**src/rtl/mimasuo_pkg.sv**
```systemverilog
// Shared definitions for the mimasuo code lock: state encodings and a counter-width helper.
package mimasuo_pkg;

    localparam logic [2:0] ST_IDLE     = 3'd0;
    localparam logic [2:0] ST_ENTRY    = 3'd1;
    localparam logic [2:0] ST_UNLOCKED = 3'd2;
    localparam logic [2:0] ST_PROG     = 3'd3;
    localparam logic [2:0] ST_LOCKOUT  = 3'd4;

    // Bits needed to hold 0..max_val, never less than one.
    function automatic int unsigned cnt_width(input int unsigned max_val);
        return (max_val < 1) ? 1 : $clog2(max_val + 1);
    endfunction

endpackage

```
**src/rtl/mimasuo_btn_edge.sv**
```systemverilog
// Button input registers and rising-edge press detection for the two code buttons.
module mimasuo_btn_edge (
    input  logic clk,
    input  logic rst_n,
    input  logic i_button0,
    input  logic i_button1,
    output logic o_press0,
    output logic o_press1,
    output logic o_dual
);

    logic r_btn0;
    logic r_btn1;

    always_ff @(posedge clk or negedge rst_n) begin
        if (!rst_n) begin
            r_btn0 <= 1'b0;
            r_btn1 <= 1'b0;
        end else begin
            r_btn0 <= i_button0;
            r_btn1 <= i_button1;
        end
    end

    // Presses are combinational so the FSM acts on the very edge that samples the rise.
    assign o_press0 = i_button0 & ~r_btn0;
    assign o_press1 = i_button1 & ~r_btn1;
    assign o_dual   = o_press0 & o_press1;

endmodule

```
**src/rtl/mimasuo_logic_param.sv**
```systemverilog
// Parametrised two-button code lock with failure lockout, timed unlock, entry timeout
// and code reprogramming while unlocked.
module mimasuo_logic_param
    import mimasuo_pkg::*;
#(
    parameter int unsigned         CODE_LEN       = 4,
    parameter logic [CODE_LEN-1:0] DEFAULT_CODE   = 4'b1011,
    parameter int unsigned         MAX_FAIL       = 3,
    parameter int unsigned         LOCKOUT_CYCLES = 16,
    parameter int unsigned         UNLOCK_CYCLES  = 8,
    parameter int unsigned         IDLE_TIMEOUT   = 10
) (
    input  logic                           clk,
    input  logic                           rst_n,
    input  logic                           button0,
    input  logic                           button1,
    input  logic                           prog_en,
    output logic                           UNLOCK,
    output logic                           locked_out,
    output logic                           prog_active,
    output logic [$clog2(MAX_FAIL+1)-1:0]  fail_cnt
);

    localparam int unsigned FW      = $clog2(MAX_FAIL + 1);
    localparam int unsigned BW      = cnt_width(CODE_LEN);
    localparam int unsigned TMR_MAX =
        (LOCKOUT_CYCLES > UNLOCK_CYCLES) ?
            ((LOCKOUT_CYCLES > IDLE_TIMEOUT) ? LOCKOUT_CYCLES : IDLE_TIMEOUT) :
            ((UNLOCK_CYCLES > IDLE_TIMEOUT) ? UNLOCK_CYCLES : IDLE_TIMEOUT);
    localparam int unsigned TW      = cnt_width(TMR_MAX);

    logic                w_press0;
    logic                w_press1;
    logic                w_dual;
    logic                w_valid;
    logic                w_bit;
    logic                w_done;
    logic                w_timeout;
    logic [CODE_LEN-1:0] w_cand;

    logic [2:0]          r_state;
    logic [2:0]          w_state_d;
    logic [CODE_LEN-1:0] r_shift;
    logic [CODE_LEN-1:0] w_shift_d;
    logic [BW-1:0]       r_bit_cnt;
    logic [BW-1:0]       w_bit_cnt_d;
    logic [TW-1:0]       r_timer;
    logic [TW-1:0]       w_timer_d;
    logic [FW-1:0]       r_fail;
    logic [FW-1:0]       w_fail_d;
    logic [CODE_LEN-1:0] r_code;
    logic [CODE_LEN-1:0] w_code_d;
    logic                r_unlock;
    logic                r_locked;
    logic                r_prog;
    logic                w_unlock_d;
    logic                w_locked_d;
    logic                w_prog_d;

    mimasuo_btn_edge u_btn_edge (
        .clk       (clk),
        .rst_n     (rst_n),
        .i_button0 (button0),
        .i_button1 (button1),
        .o_press0  (w_press0),
        .o_press1  (w_press1),
        .o_dual    (w_dual)
    );

    assign w_valid   = w_press0 ^ w_press1;
    assign w_bit     = w_press1;
    assign w_cand    = CODE_LEN'({r_shift, w_bit});
    assign w_done    = (r_bit_cnt == BW'(CODE_LEN - 1));
    assign w_timeout = (r_timer == TW'(IDLE_TIMEOUT - 1));

    always_ff @(posedge clk or negedge rst_n) begin
        if (!rst_n) begin
            r_state   <= ST_IDLE;
            r_shift   <= '0;
            r_bit_cnt <= '0;
            r_timer   <= '0;
            r_fail    <= '0;
            r_code    <= DEFAULT_CODE;
            r_unlock  <= 1'b0;
            r_locked  <= 1'b0;
            r_prog    <= 1'b0;
        end else begin
            r_state   <= w_state_d;
            r_shift   <= w_shift_d;
            r_bit_cnt <= w_bit_cnt_d;
            r_timer   <= w_timer_d;
            r_fail    <= w_fail_d;
            r_code    <= w_code_d;
            r_unlock  <= w_unlock_d;
            r_locked  <= w_locked_d;
            r_prog    <= w_prog_d;
        end
    end

    always_comb begin
        w_state_d   = r_state;
        w_shift_d   = r_shift;
        w_bit_cnt_d = r_bit_cnt;
        w_fail_d    = r_fail;
        w_code_d    = r_code;
        case (r_state)
            // IDLE shares the ENTRY path: a dual press or timeout there is a no-op.
            ST_IDLE, ST_ENTRY: begin
                if (w_valid) begin
                    if (w_done) begin
                        w_shift_d   = '0;
                        w_bit_cnt_d = '0;
                        if (w_cand == r_code) begin
                            w_state_d = ST_UNLOCKED;
                            w_fail_d  = '0;
                        end else begin
                            w_fail_d  = (r_fail == FW'(MAX_FAIL)) ? r_fail : r_fail + 1'b1;
                            w_state_d = (w_fail_d == FW'(MAX_FAIL)) ? ST_LOCKOUT : ST_IDLE;
                        end
                    end else begin
                        w_shift_d   = w_cand;
                        w_bit_cnt_d = r_bit_cnt + 1'b1;
                        w_state_d   = ST_ENTRY;
                    end
                end else if (w_dual || w_timeout) begin
                    w_shift_d   = '0;
                    w_bit_cnt_d = '0;
                    w_state_d   = ST_IDLE;
                end
            end
            ST_PROG: begin
                if (w_valid) begin
                    if (w_done) begin
                        w_code_d    = w_cand;
                        w_shift_d   = '0;
                        w_bit_cnt_d = '0;
                        w_state_d   = ST_IDLE;
                    end else begin
                        w_shift_d   = w_cand;
                        w_bit_cnt_d = r_bit_cnt + 1'b1;
                    end
                end else if (w_dual || w_timeout) begin
                    w_shift_d   = '0;
                    w_bit_cnt_d = '0;
                    w_state_d   = ST_IDLE;
                end
            end
            ST_UNLOCKED: begin
                if (prog_en) begin
                    w_state_d = ST_PROG;
                end else if (r_timer == TW'(UNLOCK_CYCLES - 1)) begin
                    w_state_d = ST_IDLE;
                end
            end
            ST_LOCKOUT: begin
                if (r_timer == TW'(LOCKOUT_CYCLES - 1)) begin
                    w_fail_d  = '0;
                    w_state_d = ST_IDLE;
                end
            end
            default: begin
                w_state_d   = ST_IDLE;
                w_shift_d   = '0;
                w_bit_cnt_d = '0;
            end
        endcase

        // Presses only restart the timer where they are accepted as code bits.
        if ((w_state_d != r_state) || (r_state == ST_IDLE) ||
            (w_valid && ((r_state == ST_ENTRY) || (r_state == ST_PROG)))) begin
            w_timer_d = '0;
        end else begin
            w_timer_d = r_timer + 1'b1;
        end
    end

    always_comb begin
        w_unlock_d = (w_state_d == ST_UNLOCKED);
        w_locked_d = (w_state_d == ST_LOCKOUT);
        w_prog_d   = (w_state_d == ST_PROG);
    end

    assign UNLOCK      = r_unlock;
    assign locked_out  = r_locked;
    assign prog_active = r_prog;
    assign fail_cnt    = r_fail;

endmodule

```
**config.mk**
```make
export PLATFORM = sky130hd
export DESIGN_NAME = mimasuo_logic_param
export DESIGN_NICKNAME = d
export VERILOG_FILES = /design/src/rtl/mimasuo_pkg.sv /design/src/rtl/mimasuo_btn_edge.sv /design/src/rtl/mimasuo_logic_param.sv
export SDC_FILE = /design/constraint.sdc
export NUM_CORES = 1
export LEC_CHECK = 0
export CAP_MARGIN = 20
export CORE_UTILIZATION = 55
export CTS_CLUSTER_DIAMETER = 100
export CTS_CLUSTER_SIZE = 14
export DETAILED_ROUTE_END_ITERATION = 10
export DONT_BUFFER_PORTS = 1
export PLACE_DENSITY = 0.73
export SLEW_MARGIN = 20
export SYNTH_ARGS = -nofsm -noshare
export SYNTH_HDL_FRONTEND = slang
export SYNTH_SLANG_ARGS = --single-unit
```
**constraint.sdc**
```tcl
create_clock -name clk -period 2.1 [get_ports clk]
set_clock_uncertainty 0.05 [all_clocks]
set_input_delay 0.21 -clock clk [delete_from_list [all_inputs] [get_ports clk]]
set_output_delay 0.21 -clock clk [all_outputs]
set_load 0.02 [all_outputs]
```
Word-level counts from Yosys, hierarchy flattened
Cells that the tools add are included.
{ "word_totals": {"word_cells": 79, "input_bits": 5, "regBits": 25} }
{ "classes": {"n_mux": 26, "n_addsub": 3, "n_eq_ne": 19, "reduce_logical": 13, "bitwise_logic": 7} }
{ "op_table": {"columns": ["op", "n"], "rows": [
  ["$mux 3", 16],
  ["$eq 3x2->1 const B", 5],
  ["$pmux 3 s2", 2],
  ["$pmux 3 s4", 1],
  ["$eq 5x4->1 const B", 2],
  ["$mux 2", 5],
  ["$eq 3x3->1 const B", 2],
  ["$ne 2x2->1 const B", 3],
  ["$add 5x1->5 const B", 1],
  ["$eq 5x3->1 const B", 1],
  ["$mux 5", 1],
  ["$eq 2x2->1 const B", 2],
  ["$eq 4x4->1", 1],
  ["$logic_or 1x1->1", 4],
  ["$pmux 2 s2", 1],
  ["$reduce_and 4->1", 1],
  ["$reduce_or 2->1", 2],
  ["$add 3x1->3 const B", 1],
  ["$and 1x1->1", 3],
  ["$eq 3x1->1 const B", 1],
  ["$logic_not 3->1", 1],
  ["$ne 3x1->1 const B", 1],
  ["$ne 3x3->1", 1],
  ["$not 1->1", 3],
  ["other kinds (7)", 7]
]} }

Logic depth before layout (Yosys ltp)
Gate-level depths: netlist of the first run.
{ "depth": {"ltp_word": 12, "depth_mapped": 7} }

Hierarchy
A second synthesis of the first run with hierarchy kept.
{ "hier_totals": {"hier_cells": 111, "area_unflattened_um2": 1244.9} }
{ "modules_own_cells": {"columns": ["module", "n_inst", "area_each_um2", "cells_per_inst"], "rows": [
  ["mimasuo_logic_param", 1, 1166.1, 106],
  ["mimasuo_btn_edge", 1, 78.8, 5]
]} }

Worst setup path after synthesis of the first run
Ideal clock, no wire load.
{ "synth_timing": {"kind": "flip-flop to flip-flop", "start": "register u_btn_edge.r_btn1", "end": "register r_timer[0]", "arrival_time_ns": 2.059, "path_stages_with_launch": 8, "slack_ns": -0.095, "period_less_slack_ns": 2.195, "path_buffers": 1, "t_required_ns": 1.964, "setup_time_ns": 0.086, "cell_sequence": "dfrtp_1 > nor2b_1 > ha_1 > buf_2 > or4b_2 > o32ai_1 > o22ai_1 > nor3_1"} }
{ "synth_via": {"elab_chain_len": 11} }
{ "synth_rtl": {"columns": ["element", "line", "source"], "rows": [
  ["from (decl)", "mimasuo_btn_edge.sv:13", "logic r_btn1;"],
  ["from (signal assigned)", "mimasuo_btn_edge.sv:21", "r_btn1 <= i_button1;"],
  ["$not 1->1 (*)", "mimasuo_btn_edge.sv:27", "assign o_press1 = i_button1 & ~r_btn1;"],
  ["$and 1x1->1 (*)", "mimasuo_btn_edge.sv:27", null],
  ["via u_btn_edge.o_press1", "mimasuo_btn_edge.sv:8", "output logic o_press1,"],
  ["$eq 4x4->1 or $and 1x1->1 (tied branches)", "mimasuo_logic_param.sv:113, mimasuo_btn_edge.sv:28", null],
  ["$mux 3 or $logic_or 1x1->1 (tied branches)", "mimasuo_logic_param.sv:113, mimasuo_logic_param.sv:125, mimasuo_logic_param.sv:142", null],
  ["$mux 3 (on tied branches)", "mimasuo_logic_param.sv:110, mimasuo_logic_param.sv:125, mimasuo_logic_param.sv:142", null],
  ["$mux 3 (on tied branches)", "mimasuo_logic_param.sv:109, mimasuo_logic_param.sv:132", null],
  ["$pmux 3 s4", "mimasuo_logic_param.sv:106", "case (r_state)"],
  ["$ne 3x3->1", "mimasuo_logic_param.sv:169", "if ((w_state_d != r_state) || (r_state == ST_IDLE) ||"],
  ["$logic_or 1x1->1", "mimasuo_logic_param.sv:169", null],
  ["$logic_or 1x1->1 (*)", "mimasuo_logic_param.sv:169", null],
  ["$mux 5 (*)", "mimasuo_logic_param.sv:169", null],
  ["via w_timer_d[0]", "mimasuo_logic_param.sv:48", "logic [TW-1:0] w_timer_d;"],
  ["to (signal assigned)", "mimasuo_logic_param.sv:91", "r_timer <= w_timer_d;"],
  ["to (decl)", "mimasuo_logic_param.sv:47", "logic [TW-1:0] r_timer;"]
]} }
The timed path passes the listed nets; every way through them passes the cells marked *.
A chain may end at the register's enable or synchronous reset.

Worst setup path after layout of the first run
{ "layout_timing": {"start": "register u_btn_edge.r_btn1", "end": "register r_prog (netlist: prog_active)"} }
{ "layout_via": {"elab_chain_len": 8} }
{ "layout_rtl": {"columns": ["element", "line", "source"], "rows": [
  ["$not 1->1 (*)", "mimasuo_btn_edge.sv:27", null],
  ["$and 1x1->1 (*)", "mimasuo_btn_edge.sv:27", null],
  ["via u_btn_edge.o_press1", "mimasuo_btn_edge.sv:8", null],
  ["$eq 4x4->1 or $and 1x1->1 (tied branches)", "mimasuo_logic_param.sv:113, mimasuo_btn_edge.sv:28", null],
  ["$mux 3 or $logic_or 1x1->1 (tied branches)", "mimasuo_logic_param.sv:113, mimasuo_logic_param.sv:125, mimasuo_logic_param.sv:142", null],
  ["$mux 3 (on tied branches)", "mimasuo_logic_param.sv:110, mimasuo_logic_param.sv:125, mimasuo_logic_param.sv:142", null],
  ["$mux 3 (on tied branches)", "mimasuo_logic_param.sv:109, mimasuo_logic_param.sv:132", null],
  ["$pmux 3 s4 (*)", "mimasuo_logic_param.sv:106", null],
  ["$eq 3x2->1 (*)", "mimasuo_logic_param.sv:180", "w_prog_d = (w_state_d == ST_PROG);"],
  ["via w_prog_d", "mimasuo_logic_param.sv:58", "logic w_prog_d;"],
  ["to (signal assigned)", "mimasuo_logic_param.sv:96", "r_prog <= w_prog_d;"],
  ["to (decl)", "mimasuo_logic_param.sv:55", "logic r_prog;"]
]} }
Marks and branches as above.

==> results of run 1 <==
-- flip-flops by register name (all words and copies together) (netlist names) --
register and flops:
r_timer 5, locked_out 1, r_shift 3, prog_active 1
r_code 4, u_btn_edge.r_btn0 1, r_bit_cnt 3, UNLOCK 1
r_state 3, u_btn_edge.r_btn1 1, fail_cnt 2
-- routing by layer --
layer / part of all wire [%] / wire [um]
met5: 0 / 0
met4: 2.4 / 67
met3: 3.7 / 103
met2: 48 / 1355
met1: 46 / 1285
-- cell usage in the layout, fill, tap and decap left out, types with 4 or more instances in the layout --
master / count
a21oi_1: 5
a22o_1: 4
and3_1: 4
buf_4: 11
dfrtp_1: 22
ha_1: 4
inv_1: 5
mux2_2: 5
nand2b_1: 8
nor2_1: 4
nor3_2: 4
-- worst min path at each step --
stage	from	to	slack, ns	cells after the start
3_5_place_dp	rst_n	r_state[1]	-0.14	0
6_report	prog_en	UNLOCK	0.02	2
4_1_cts	prog_en	UNLOCK	0.02	2
3_3_place_gp	rst_n	r_state[1]	-0.14	0
5_1_grt	prog_en	UNLOCK	0.04	2
2_1_floorplan	rst_n	UNLOCK	-0.14	0
-- kinds of logic after synthesis --
logic type      Yosys count  share of synthesized area [%]
compound gates           26                          15.73
mux                       5                          4.343
flops                    25                          48.55
xor+xnor                  6                          4.055
simple gates             41                          20.27
buf+inv                   7                          2.220
fa+ha+maj                 5                          4.826
-- stage by stage --
step / area [um^2] / utilization, % / cells / power (mW) / setup slack (ns)
2_1_floorplan: 1306 / - / 115 / 1.191 / 0.002862
3_3_place_gp: 1399 / 63.24 / 150 / 1.327 / 0.03505
3_5_place_dp: 1399 / 63.24 / 150 / 1.350 / -0.02788
4_1_cts: 1511 / 68.33 / 158 / 1.631 / 0.00002931
5_1_grt: 1585 / 71.66 / 160 / 1.836 / 0.03915
6_report: 1585 / 71.66 / 160 / 1.727 / 0.1378
-- cell type report --
cell class                 count  area [um^2]  share of cell area, %
tap                           28        35.03                  2.210
sequential                    25        629.4                  39.70
timing repair buffer          15        117.6                  7.419
clock buffer                   3        22.52                  1.421
multi-input combinational     83        757.0                  47.75
inverter                       5        18.77                  1.184
clock inverter                 1        5.005                 0.3157
-- power breakdown --
group	internal (mW)	switching (mW)	total (mW)
clock	0.0716	0.150	0.221
sequential	0.611	0.164	0.775
combinational	0.340	0.392	0.731
-- what timing repair did --
action,4_1_cts,5_1_grt
endpoints found under the hold margin,27,22
buffers inserted,1,1
endpoints found under the setup margin,5,7
pin swaps,1,7
hold buffers,3,1
gates cloned,0,0
gates resized for setup,7,11
==> flow_summary.ini, run 1 <==
[run_status]
run_status = finished clean

[layout]
syn_to_final_growth_pct = 22.30
final_nets = 143
drive_gt1_share_pct = 34.09
diodes = 0
fill_cells = 157

[global_routing]
grt_pass1_vias = 965
grt_use_total_pct = 24.40
use_met1_pct = 32.54
busiest_layer = met2
grt_max_degree = 26
gr-usage-met3_pct = 3.030
overflow = 0
use_met2_pct = 37.78
grt_pass1_wl_mm = 4.491
antenna_found_initial = 0

[critical_path]
crit_fanout = 7
crit_family = simple AND/OR/NAND/NOR gates
crit_path_start = u_btn_edge.r_btn1
rr_endpoint = prog_active
required_ns = 2.28
crit_chain = nor2b_4, ha_4, or3b_4, nor4_4, a31oi_2, a2111oi_2
worstSetupPathType = flop to flop
cp.arrival_ns = 2.14
path_buf_inv = 0
reg2reg_from = u_btn_edge.r_btn1
reg2reg_slack_ns = 0.14
rr_worst_depth = 6
crit_cells = 6
startpoint_type = flop
crit_end = prog_active
end_kind = flop
critical-path-max-stage-delay_ns = 0.40
cp_slowest_cell = dfrtp_1

[detailed_routing]
firstDrtPassIters = 4
vias = 981
drt_iter0_drc = 23
ant_nets = 0
drcViolationCount = 0
routed_wl_mm = 2.812
wl_per_cell_um = 17.58
viasPerCell = 6.131

[synth]
avgSynthCellArea_um2 = 11.27
synth_area_mm2 = 0.001296
async_reset_ff_share_pct = 100.0
syn_inst = 115
synth_edf_count = 0
ys_types = 41
synth_area_leaders = dfrtp_1 (42%), dfstp_2 (6.1%), ha_1 (4.8%), mux2_2 (4.3%), nand2b_1 (3.9%)
yosys_warnings = 0
synth_seq_cells = 25
synth.most_common_cell = dfrtp_1
synth_ff_type = dfrtp_1
synth_top_cell_area_share_pct = 42.47
yosys-top-cells-count = dfrtp_1 (22), nand2b_1 (8), nor3_1 (6)
yosysTopAreaCell = dfrtp_1
ys_seq_area_share_pct = 48.55
syn_nets = 125

[clocking]
cts_root_buf = clkbuf_4
cts_tree = yes
clock_sinks = 25
numCtsBuffers = 3
clk_latency_ns = 0.33
cts.htree.levels = 1
clkTransAtPathRegs_ns = 0.14
clock_path_buffers = 2

[hold_path]
hp-class = input pin to flop

[sta]
max_slew.worst_pin.slew_ns = 0.5350
finalSetupViolations = 0
max_freq_mhz = 509.6
rsz0062_at_grt = false
period_needed_ns = 1.962
period_share_pct = 93.44
whs_ns = 0.02111
maxSlewViolCount = 0
slew_headroom_pct = 64.33
setup-tns-final_ns = 0
hold_violations = 0

[run]
cap_violations = 0

[power_and_ir_drop]
powerDensity_mw_per_mm2 = 1090
leakage_nw = 0.6945
irDropWorstVdd_mv = 0.5734

[placement]
gp_congestion = 0.8206
dp_hpwl_mm = 1.853
portBuffers = 0

[floorplan]
start_util_pct = 58.60
die_height_um = 50.55
ios = 10
dieWidth_um = 50.55
num_rows = 17
core_area_mm2 = 0.002212
dieArea_mm2 = 0.002555
No activity file was read; power rests on OpenSTA's default activity.
==> run 2: changes to the inputs <==
--- a/config.mk
+++ b/config.mk
@@ -6,6 +6,7 @@
 export NUM_CORES = 1
 export LEC_CHECK = 0
 export CAP_MARGIN = 20
+export CORE_MARGIN = 2
 export CORE_UTILIZATION = 55
 export CTS_CLUSTER_DIAMETER = 100
 export CTS_CLUSTER_SIZE = 14
==> run 2 against run 1 <==
  * Combinational power grew 2.7%
  * Highest routed layer unchanged
  * Die area grew 8.1%
  * Power grew 0.75%
  * Via count grew 2.2%
  * Hold slack gained 0.041 ns
==> flow_summary.ini, run 2 (synthesis gave the netlist of run 1 again) <==
[run_status]
run_status = finished clean

[sta]
rsz0062_at_grt = true
setup-tns-final_ns = 0
max_freq_mhz = 485.4
maxSlewViolCount = 0
max_slew.worst_pin.slew_ns = 0.5305
period_needed_ns = 2.060
slew_headroom_pct = 64.63
hold_violations = 0
finalSetupViolations = 0
period_share_pct = 98.10

[hold_path]
hp-class = input pin to flop

[power_and_ir_drop]
irDropWorstVdd_mv = 0.6861
powerDensity_mw_per_mm2 = 1105
finalPower_mw = 1.740
leakage_nw = 0.6792

[critical_path]
worstSetupPathType = flop to flop
required_ns = 2.29
end_kind = flop
startpoint_type = flop
crit_fanout = 6
cp.arrival_ns = 2.25

[layout]
mostFrequentLayoutCell = dfrtp_1
largest_reg_flops = 5
drive_gt1_share_pct = 33.08
top_register = r_timer
fill_cells = 163
layout_common_cells = dfrtp_1 (22), buf_4 (9), nand2b_1 (8)
top_regs = r_timer x5, r_code x4
regArea_um2 = 629.4
diodes = 0
syn_to_final_growth_pct = 21.53
final_nets = 141
multi_input_area_um2 = 762.0

[detailed_routing]
ant_nets = 0
viasPerCell = 6.348
drt_iter0_drc = 31
firstDrtPassIters = 4
routed_wl_mm = 2.867
vias = 1003
drcViolationCount = 0
wl_per_cell_um = 18.15

[clocking]
clk_latency_ns = 0.31
cts_tree = yes
cts.htree.levels = 1
numCtsBuffers = 3
clkTransAtPathRegs_ns = 0.13
cts_root_buf = clkbuf_4
clock_sinks = 25
clock_path_buffers = 2

[run]
cap_violations = 0

[floorplan]
num_rows = 17
core_area_mm2 = 0.002212
start_util_pct = 58.60
die_height_um = 52.55
ios = 10
dieArea_mm2 = 0.002761
dieWidth_um = 52.55

[placement]
portBuffers = 0
gp_congestion = 0.9456
dp_hpwl_mm = 1.906

[global_routing]
antenna_found_initial = 0
grt_max_degree = 26
grt_pass1_wl_mm = 4.643
overflow = 0
grt_pass1_vias = 1036
grt_use_total_pct = 23.08
-- run 2: cell count changes in the layout (fill, tap and decap cells not counted) --
cell       previous run  this run
or3b_2                1         2
buf_4                11         9
nor2b_2               1         2
nor2b_4               1         0
or3b_4                1         0
a2111oi_4             0         1
a2111oi_2             1         0
-- run 2: worst max-delay path, cell delays in order, from the launching register on --
cell,delay (ns)
dfrtp_1,0.40
nor2b_2,0.17
ha_4,0.19
or3b_2,0.50
nor4_4,0.17
a31oi_2,0.16
buf_4,0.18
a22oi_1,0.17
-- run 2: per-stage QoR --
step | setup WS (ns) | hold slack [ns] | cells | area (um^2) | util [%]
global route | -0.07106 | 0.03031 | 158 | 1575 | 71.21
CTS | 0.007581 | 0.05575 | 157 | 1491 | 67.42
global placement | 0.03908 | -0.1351 | 149 | 1391 | 62.90
floorplan | 0.002862 | -0.1356 | 115 | 1306 | -
finish | 0.03987 | 0.06218 | 158 | 1575 | 71.21
detailed placement | -0.006215 | -0.1350 | 149 | 1391 | 62.90
-- run 2: layout make-up --
type	instances	area share, %
Clock buffer	3	1.430
Clock inverter	1	0.3177
Inverter	5	1.191
Multi-Input combinational cell	83	48.37
Sequential cell	25	39.95
Tap cell	28	2.224
Timing Repair Buffer	13	6.513
-- run 2: worst paths after layout --
check                             startpoint            to  slack [ns]  depth (start not counted)
setup / recovery           u_btn_edge.r_btn1        UNLOCK        0.04                          7
hold / removal                       prog_en        UNLOCK        0.06                          2
setup reg to reg           u_btn_edge.r_btn1        UNLOCK        0.04                          7
hold reg to reg                 r_bit_cnt[2]  r_bit_cnt[2]        0.48                          1
max in group asynchronous              rst_n     r_code[1]        1.29                          2
min in group asynchronous              rst_n   fail_cnt[1]        0.34                          2
-- run 2: layer usage --
metal,track usage (%),wire [um]
met1,30.28,1217
met2,36.67,1450
met3,4.286,157
met4,10.68,42
met5,0,0
-- run 2: power by group --
| group | leakage [nW] | total (mW) | internal, mW | switching (mW) |
|---|---|---|---|---|
| combinational | 0.340 | 0.751 | 0.344 | 0.407 |
| sequential | 0.321 | 0.778 | 0.611 | 0.167 |
| clock | 0.0177 | 0.211 | 0.0713 | 0.140 |
| total | 0.679 | 1.74 | 1.03 | 0.714 |
-- run 2: timing repair --
item | 4_1_cts | 5_1_grt
endpoints found under the hold margin | 27 | 22
resized for setup | 5 | 13
pin swaps | 2 | 5
setup endpoints to repair | 4 | 7
buffers inserted | 1 | 0
hold buffers | 3 | 1
==> run 3: changes to the inputs <==
--- a/config.mk
+++ b/config.mk
@@ -6,12 +6,12 @@
 export NUM_CORES = 1
 export LEC_CHECK = 0
 export CAP_MARGIN = 20
-export CORE_MARGIN = 2
 export CORE_UTILIZATION = 55
 export CTS_CLUSTER_DIAMETER = 100
 export CTS_CLUSTER_SIZE = 14
 export DETAILED_ROUTE_END_ITERATION = 10
 export DONT_BUFFER_PORTS = 1
+export HOLD_SLACK_MARGIN = 0.1
 export PLACE_DENSITY = 0.73
 export SLEW_MARGIN = 20
 export SYNTH_ARGS = -nofsm -noshare
==> run 3 against run 2 <==
  * Utilization increased by 1.2 points
  * Hold slack improved by 0.16 ns
  * Routed wire length decreased by 3.0%
==> flow_summary.ini, run 3 (synthesis gave the netlist of run 1 again) <==
[critical_path]
rr_worst_depth = 6
crit_fanout = 7
startpoint_type = flop
path_buf_inv = 0
crit_family = simple AND/OR/NAND/NOR gates
reg2reg_slack_ns = 0.11
rr_endpoint = prog_active
critical-path-max-stage-delay_ns = 0.42
worstSetupPathType = flop to flop
end_kind = flop
cp.arrival_ns = 2.16
required_ns = 2.27
crit_chain = nor2b_4, ha_4, or3b_4, nor4_4, a31oi_2, a2111oi_2
cp_slowest_cell = dfrtp_1
reg2reg_from = u_btn_edge.r_btn1

[detailed_routing]
wl_per_cell_um = 17.28
drt_iter0_drc = 24
viasPerCell = 6.037
ant_nets = 0
firstDrtPassIters = 5
routed_wl_mm = 2.782
drcViolationCount = 0
vias = 972

[layout]
regArea_um2 = 629.4
final_nets = 144
layout_common_cells = dfrtp_1 (22), buf_4 (11), nand2b_1 (8)
largest_reg_flops = 5
top_register = r_timer
layoutNonFillerInstCount = 161
syn_to_final_growth_pct = 23.55
final_util_pct = 72.40
fill_cells = 156
diodes = 0
mostFrequentLayoutCell = dfrtp_1
drive_gt1_share_pct = 34.59
top_regs = r_timer x5, r_code x4
multi_input_area_um2 = 763.2

[placement]
place_inst = 150
portBuffers = 0
gp_congestion = 0.8206
dp_hpwl_mm = 1.853

[global_routing]
grt_use_total_pct = 24.72
grt_pass1_wl_mm = 4.533
antenna_found_initial = 0
grt_pass1_vias = 965
busiest_layer = met2
use_met2_pct = 39.11
gr-usage-met3_pct = 3.333
overflow = 0
grt_max_degree = 26
use_met1_pct = 32.35

[power_and_ir_drop]
p_switching_mw = 0.6991
leakage_nw = 0.7003
finalPower_mw = 1.723
powerDensity_mw_per_mm2 = 1076
p_sw_share_pct = 40.57
irDropWorstVdd_mv = 0.6437
combPwrFrac_pct = 42.5
internal_power_mw = 1.024
clkPwrFrac_pct = 12.6
seqPwrFrac_pct = 44.9

[sta]
whs_ns = 0.2200
finalSetupViolations = 0
period_share_pct = 94.87
hold_violations = 0
max_freq_mhz = 502.0
setup-tns-final_ns = 0
max_slew.worst_pin.slew_ns = 0.5351
rsz0062_at_grt = false
maxSlewViolCount = 0
period_needed_ns = 1.992
slew_headroom_pct = 64.33

[floorplan]
num_rows = 17
die_height_um = 50.55
start_util_pct = 58.60
ios = 10
dieArea_mm2 = 0.002555
core_area_mm2 = 0.002212
dieWidth_um = 50.55

[clocking]
cts_root_buf = clkbuf_4
numCtsBuffers = 3
clock_sinks = 25
cts.htree.levels = 1
cts_tree = yes
clock_path_buffers = 2
clkTransAtPathRegs_ns = 0.14
clk_latency_ns = 0.33

[run]
cap_violations = 0

[hold_path]
hp-class = input pin to flop
hold-path-endpoint = r_state[0]
whs_path_depth = 3
min_from = prog_en

[run_status]
run_status = finished clean
[run 3: worst max-delay path by stage]
| stage | from | end | slack (ns) | depth (start not counted) |
|---|---|---|---|---|
| 2_1_floorplan | u_btn_edge.r_btn1 | r_timer[0] | 0.003 | 7 |
| 3_3_place_gp | u_btn_edge.r_btn1 | r_timer[4] | 0.04 | 6 |
| 3_5_place_dp | u_btn_edge.r_btn1 | r_timer[4] | -0.03 | 6 |
| 4_1_cts | u_btn_edge.r_btn1 | r_timer[0] | 0.00003 | 6 |
| 5_1_grt | r_timer[0] | r_timer[4] | 0.002 | 6 |
| 6_report | u_btn_edge.r_btn1 | prog_active | 0.11 | 6 |
[run 3: per-stage QoR]
step                      instance area [um^2]  setup slack, ns
after CTS                                 1521       0.00002931
after global routing                      1602         0.002259
final                                     1602           0.1078
after global placement                    1399          0.03505
after detailed placement                  1399         -0.02788
after floorplan                           1306         0.002862
[run 3: cell type report]
| class | instances | area share, % |
|---|---|---|
| multi-input combinational | 83 | 47.66 |
| sequential | 25 | 39.30 |
| timing repair buffer | 16 | 7.969 |
| tap | 28 | 2.187 |
| clock buffer | 3 | 1.406 |
| inverter | 5 | 1.172 |
| clock inverter | 1 | 0.3125 |
[run 3: tightest hold or removal path, delay by kind of cell]
| family | cells | cell delay (ns) |
|---|---|---|
| and+or+nand+nor | 2 | 0.25 |
| AOI/OAI and AO/OA | 1 | 0.08 |
[run 3: timing repair]
item	CTS	global route
endpoints found under the setup margin	5	7
cloned	0	0
setup buffers	1	1
endpoints found under the hold margin	28	22
pin swaps	1	7
gates resized for setup	7	12
hold buffers	4	1
[run 3: layer usage]
metal	up-vias	wire [um]
li1	465	-
met1	471	1258
met2	29	1345
met3	7	91
met4	0	85
met5	-	0
[run 3: power by group through the flow]
stage	Clock [mW]	Combinational, mW	Sequential (mW)
after floorplan	0	0.444	0.747
after global placement	0	0.552	0.774
after detailed placement	0	0.569	0.781
after CTS	0.228	0.634	0.770
after global routing	0.247	0.798	0.793
final	0.218	0.732	0.774
